--- src/rtl/ram_arbiter.sv ---
// Two-requester arbiter in front of a single-port synchronous RAM.
// Round-robin on ties, lockable bursts, one access per cycle, registered read-valid.
module ram_arbiter #(
   parameter int DATA_WIDTH = 8,
   parameter int ADDR_WIDTH = 8
) (
   input  logic                  clk,
   input  logic                  rst,
   input  logic                  req0,
   input  logic                  req1,
   input  logic                  we0,
   input  logic                  we1,
   input  logic                  lock0,
   input  logic                  lock1,
   input  logic [ADDR_WIDTH-1:0] addr0,
   input  logic [ADDR_WIDTH-1:0] addr1,
   input  logic [DATA_WIDTH-1:0] wdata0,
   input  logic [DATA_WIDTH-1:0] wdata1,
   output logic                  gnt0,
   output logic                  gnt1,
   output logic                  rvalid0,
   output logic                  rvalid1,
   output logic [DATA_WIDTH-1:0] rdata0,
   output logic [DATA_WIDTH-1:0] rdata1,
   output logic [ADDR_WIDTH-1:0] ram_addr,
   output logic [DATA_WIDTH-1:0] ram_data,
   output logic                  ram_we,
   input  logic [DATA_WIDTH-1:0] ram_q
);

   typedef enum logic [1:0] {IDLE, LOCK0, LOCK1} state_t;

   state_t                  state, next_state;
   logic                    last;      // requester granted most recently
   logic [ADDR_WIDTH-1:0]   addr_hold;
   logic [DATA_WIDTH-1:0]   data_hold;

   // NOTE: every output of this block gets a default first, so no path leaves a latch.
   always_comb begin
      gnt0       = 1'b0;
      gnt1       = 1'b0;
      next_state = IDLE;
      if (!rst) begin
         // A lock only excludes the other side while the owner keeps requesting;
         // once the owner drops req the cycle is arbitrated as if idle.
         if (state == LOCK0 && req0) begin
            gnt0 = 1'b1;
         end else if (state == LOCK1 && req1) begin
            gnt1 = 1'b1;
         end else if (req0 && req1) begin
            gnt0 = last;
            gnt1 = ~last;
         end else begin
            gnt0 = req0;
            gnt1 = req1;
         end
         if (gnt0 && lock0) begin
            next_state = LOCK0;
         end else if (gnt1 && lock1) begin
            next_state = LOCK1;
         end
      end
   end

   // With no grant the RAM bus keeps its last address/data; reset clears the hold registers.
   always_comb begin
      ram_addr = addr_hold;
      ram_data = data_hold;
      ram_we   = 1'b0;
      if (gnt0) begin
         ram_addr = addr0;
         ram_data = wdata0;
         ram_we   = we0;
      end else if (gnt1) begin
         ram_addr = addr1;
         ram_data = wdata1;
         ram_we   = we1;
      end
   end

   // NOTE: state is written with non-blocking assignments so all registers update together at the edge.
   always_ff @(posedge clk or posedge rst) begin
      if (rst) begin
         state     <= IDLE;
         last      <= 1'b1;
         addr_hold <= '0;
         data_hold <= '0;
         rvalid0   <= 1'b0;
         rvalid1   <= 1'b0;
      end else begin
         state     <= next_state;
         addr_hold <= ram_addr;
         data_hold <= ram_data;
         rvalid0   <= gnt0 & ~we0;
         rvalid1   <= gnt1 & ~we1;
         if (gnt0) begin
            last <= 1'b0;
         end else if (gnt1) begin
            last <= 1'b1;
         end
      end
   end

   // ram_q is the RAM's registered output, so it lines up with the rvalid pulse.
   assign rdata0 = rvalid0 ? ram_q : '0;
   assign rdata1 = rvalid1 ? ram_q : '0;

endmodule

--- config.mk ---
export PLATFORM = sky130hd
export DESIGN_NAME = ram_arbiter
export DESIGN_NICKNAME = d
export VERILOG_FILES = /design/src/rtl/ram_arbiter.sv
export SDC_FILE = /design/constraint.sdc
export NUM_CORES = 1
export LEC_CHECK = 0
export CAP_MARGIN = 10
export CORE_ASPECT_RATIO = 0.6
export CORE_MARGIN = 4
export CORE_UTILIZATION = 39
export CTS_BUF_LIST = sky130_fd_sc_hd__clkbuf_8
export DETAILED_ROUTE_END_ITERATION = 6
export PLACE_DENSITY_LB_ADDON = 0.1
export SETUP_SLACK_MARGIN = 0.1
export SLEW_MARGIN = 20
export SYNTH_ARGS = -nofsm -noshare
export SYNTH_HDL_FRONTEND = slang
export SYNTH_SLANG_ARGS = --single-unit
export TNS_END_PERCENT = 30
--- constraint.sdc ---
create_clock -name clk -period 2.15 [get_ports clk]
set_input_delay 0.215 -clock clk [delete_from_list [all_inputs] [get_ports clk]]
set_output_delay 0.215 -clock clk [all_outputs]
set_load 0.01 [all_outputs]
==> flow_metrics.py <==
metrics = {
    "routing": {
        "vias": 1969,
        "drt-initial-drc-count": 140,
        "wl_per_cell_um": 23.7,
        "drcViolationCount": 0,
        "drt_first_pass_iters": 5,
        "ant_nets": 0,
        "met2_length_mm": 3.53,
        "drt-vias-per-instance": 6.37,
        "totalWireLength_mm": 7.31,
        "wl_met1_mm": 2.99,
        "wl_met3_um": 580,
        "top_layer_used": "met4",
    },
    "synth": {
        "postSynthCellCount": 157,
        "yosys.area_share.simple": 0.109,
        "synthAdderAreaFrac": 0,
        "synth_nets": 205,
        "seq_area_frac_synth": 0.357,
        "ys_warn_count": 0,
        "netlist_area_um2": 1480,
        "synth_top_family_by_area": "compound AO/OA/AOI/OAI gates",
        "ys_seq_elements": 21,
        "muxShareOfSynthArea": 0,
        "ys_types": 25,
        "synth_compound_area_frac": 0.409,
        "yosys.area_share.xor_xnor": 0,
        "syn_avg_cell_area_um2": 9.40,
    },
    "placed_design": {
        "dpl.hpwl_mm": 4.47,
        "post-place-cells": 298,
        "io_buffer_count": 84,
        "gp_congestion": 0.882,
    },
    "pwr": {
        "p_comb_frac": 0.526,
        "seq_power_share": 0.318,
        "p_total_mw": 1.66,
        "p_int_mw": 1.05,
        "peakVddDrop_mv": 0.448,
        "pwr_density_cell_nw_per_um2": 578,
        "switching_share": 0.371,
        "p_sw_mw": 0.616,
        "clock_power_share": 0.155,
        "p_leak_nw": 1.13,
    },
    "clocking": {
        "cts_made_buffers": 3,
        "root_buffer": "clkbuf_8",
        "cts_buffer_depth": 2,
        "cts.sinks": 21,
        "htree_num_levels": 1,
        "path_clk_slew_ps": 70,
        "cts_tree": "built",
        "clkLatencyLatePin_ps": 260,
        "ctsHoldBuffers": 0,
    },
    "timing": {
        "rsz0062_at_grt": "true",
        "tightest_slew_ps": 429,
        "fin_crit_ps": 2160,
        "hold_violations": 0,
        "finalCritPeriodShare": 1.00,
        "slew_headroom": 0.714,
        "whs_ps": 394,
        "finalMaxSlewViolations": 0,
        "skew_ps": 4.67,
        "setup_ws_ps": -8.54,
        "setup_viol": 1,
        "timing.fmax_mhz": 463,
    },
    "job": {
        "drv_cap": 0,
    },
    "global_route": {
        "overflow": 0,
        "grt_first_pass_wirelength_mm": 9.83,
        "track_usage": 0.253,
        "grt_pass1_vias": 1790,
        "grt_max_degree": 17,
        "antenna_found_initial": 0,
    },
    "min_path": {
        "hp-class": "input pin to asynchronous set/reset pin",
    },
    "critical_path": {
        "regToRegSetupSlack_ps": 280,
        "cpPeakStageDelay_ps": 420,
        "path_max_fanout": 11,
        "critical_path_arrival_ps": 1940,
        "critPathSlowestCell": "o311ai_2",
        "crit_path_end_kind": "output port",
        "r2r_cells": 8,
        "critPathKind": "flip-flop to output port",
        "cp_cell_sequence": "buf_4, and2_1, buf_6, o311ai_2, a31oi_4, buf_2",
        "crit_required_ps": 1930,
        "r2r_end": "data_hold[3]",
        "r2r-start": "state[0]",
        "start_kind": "flip-flop",
    },
    "status": {
        "status": "finished with violations",
        "violations": "negative setup slack",
    },
    "floorplan": {
        "die-area_um2": 4860,
        "coreArea_um2": 3440,
        "io_pins": 85,
        "dieWidth_um": 87.4,
        "die_h_um": 55.6,
        "start_util": 0.428,
        "fp-row-count": 16,
    },
    "finish": {
        "multi_input_area_um2": 1100,
        "antenna_cells": 0,
        "layout.cells.non_filler": 309,
        "fill_cells": 192,
        "area_growth_pct": 94.7,
        "seq_area_um2": 527,
        "drive_gt1_frac": 0.398,
        "nets": 313,
    },
}
## cells in the final DEF, fill, tap and decap left out
master / synthesis / final
a21bo_1: 1 / 1
a22o_1: 1 / 1
a311o_1: 16 / 16
a311oi_1: 16 / 4
a311oi_2: 0 / 12
a31o_4: 0 / 1
a31oi_1: 17 / 2
a31oi_2: 0 / 10
a31oi_4: 0 / 5
and2_1: 18 / 19
buf_2: 4 / 12
buf_4: 1 / 32
buf_6: 4 / 7
clkbuf_2: 0 / 6
clkbuf_8: 0 / 3
clkdlybuf4s50_1: 0 / 64
dfrtp_1: 20 / 20
dfstp_2: 1 / 1
dlygate4sd2_1: 0 / 3
inv_1: 18 / 19
nand2_2: 0 / 1
nand2b_1: 2 / 2
nor2_1: 1 / 1
nor2b_1: 1 / 1
o21a_1: 1 / 1
o21ba_4: 0 / 1
o21bai_2: 1 / 1
o311ai_1: 0 / 5
o311ai_2: 0 / 9
o311ai_4: 0 / 2
or2_4: 0 / 1
or3b_4: 0 / 1
## how the worst max path moves through the flow
stage	cells past startpoint	from	slack, ps	endpoint
CTS	6	state[0]	-40	ram_addr[5]
global placement	6	rst	-330	ram_data[3]
finish	6	state[0]	-9	ram_addr[7]
detailed placement	6	rst	-440	ram_addr[7]
floorplan	6	last	370	ram_addr[0]
global route	6	state[0]	-60	ram_addr[7]
## cell families (layout without fill, tap and decap cells)
kind of cell    Yosys count  in the layout
buf+inv                  39            146
simple gates             26             26
flops                    21             21
compound gates           71             71
## critical path, delay by kind of cell, from the launching register on
kind | cells | cell delay, ps
AOI/OAI and AO/OA | 2 | 590
DFF | 1 | 400
buffers and inverters | 3 | 520
and+or+nand+nor | 1 | 170
## power by group through the flow
stage	logic (mW)	registers [mW]	clock network [mW]
finish	0.875	0.528	0.258
global route	0.910	0.533	0.282
CTS	0.715	0.512	0.257
detailed placement	0.698	0.513	0
global placement	0.681	0.509	0
floorplan	0.309	0.496	0
## layer usage
layer,track usage,vias to the layer above
li1,-,837
met1,0.345,979
met2,0.420,129
met3,0.0518,24
met4,0.0350,0
met5,0,-
## flip-flops by register name (all words and copies together) (netlist names)
name / flops
state: 2
rvalid1: 1
addr_hold: 8
data_hold: 8
last: 1
rvalid0: 1
## metrics by stage
step           utilization  TNS (ps)  instance area, um2  setup slack, ps
2_1_floorplan            -         0                1480              372
3_3_place_gp         0.727     -5070                2500             -330
3_5_place_dp         0.727     -6050                2500             -445
4_1_cts              0.762      -216                2620            -38.3
5_1_grt              0.834      -143                2870            -58.8
6_report             0.834     -8.54                2870            -8.54
## Yosys cell counts
| master | n | area, um2 |
|---|---|---|
| nand2_1 | 1 | 3.75 |
| a311o_1 | 16 | 160 |
| a311oi_1 | 16 | 140 |
| or3b_1 | 1 | 8.76 |
| dfrtp_1 | 20 | 500 |
| a21bo_1 | 1 | 10.0 |
| buf_6 | 4 | 45.0 |
| nor2_1 | 1 | 3.75 |
| and2_0 | 1 | 6.26 |
| a31o_2 | 1 | 8.76 |
| buf_2 | 4 | 20.0 |
| nand2b_1 | 2 | 12.5 |
| and2_1 | 18 | 113 |
| o311ai_0 | 16 | 140 |
| dfstp_2 | 1 | 26.3 |
| clkbuf_1 | 12 | 45.0 |
| a22o_1 | 1 | 8.76 |
| o21bai_2 | 1 | 11.3 |
| o21a_1 | 1 | 7.51 |
| o21ba_2 | 1 | 10.0 |
| nor2b_1 | 1 | 6.26 |
| buf_4 | 1 | 7.51 |
| inv_1 | 18 | 67.6 |
| or2_1 | 1 | 6.26 |
| a31oi_1 | 17 | 106 |
## what timing repair did
item,in CTS,in global routing
cloned,0,1
pin swaps,13,9
setup buffers,5,1
endpoints found under the hold margin,0,0
gates resized for setup,59,81
setup endpoints to repair,19,18
## area by class of cell
type	instances	area share
multi-input combinational	97	0.383
timing repair buffer	124	0.375
sequential	21	0.183
inverter	18	0.0235
tap	45	0.0196
clock buffer	3	0.0144
clock inverter	1	0.00131
Note: power is estimated with default switching activity, not from simulation.
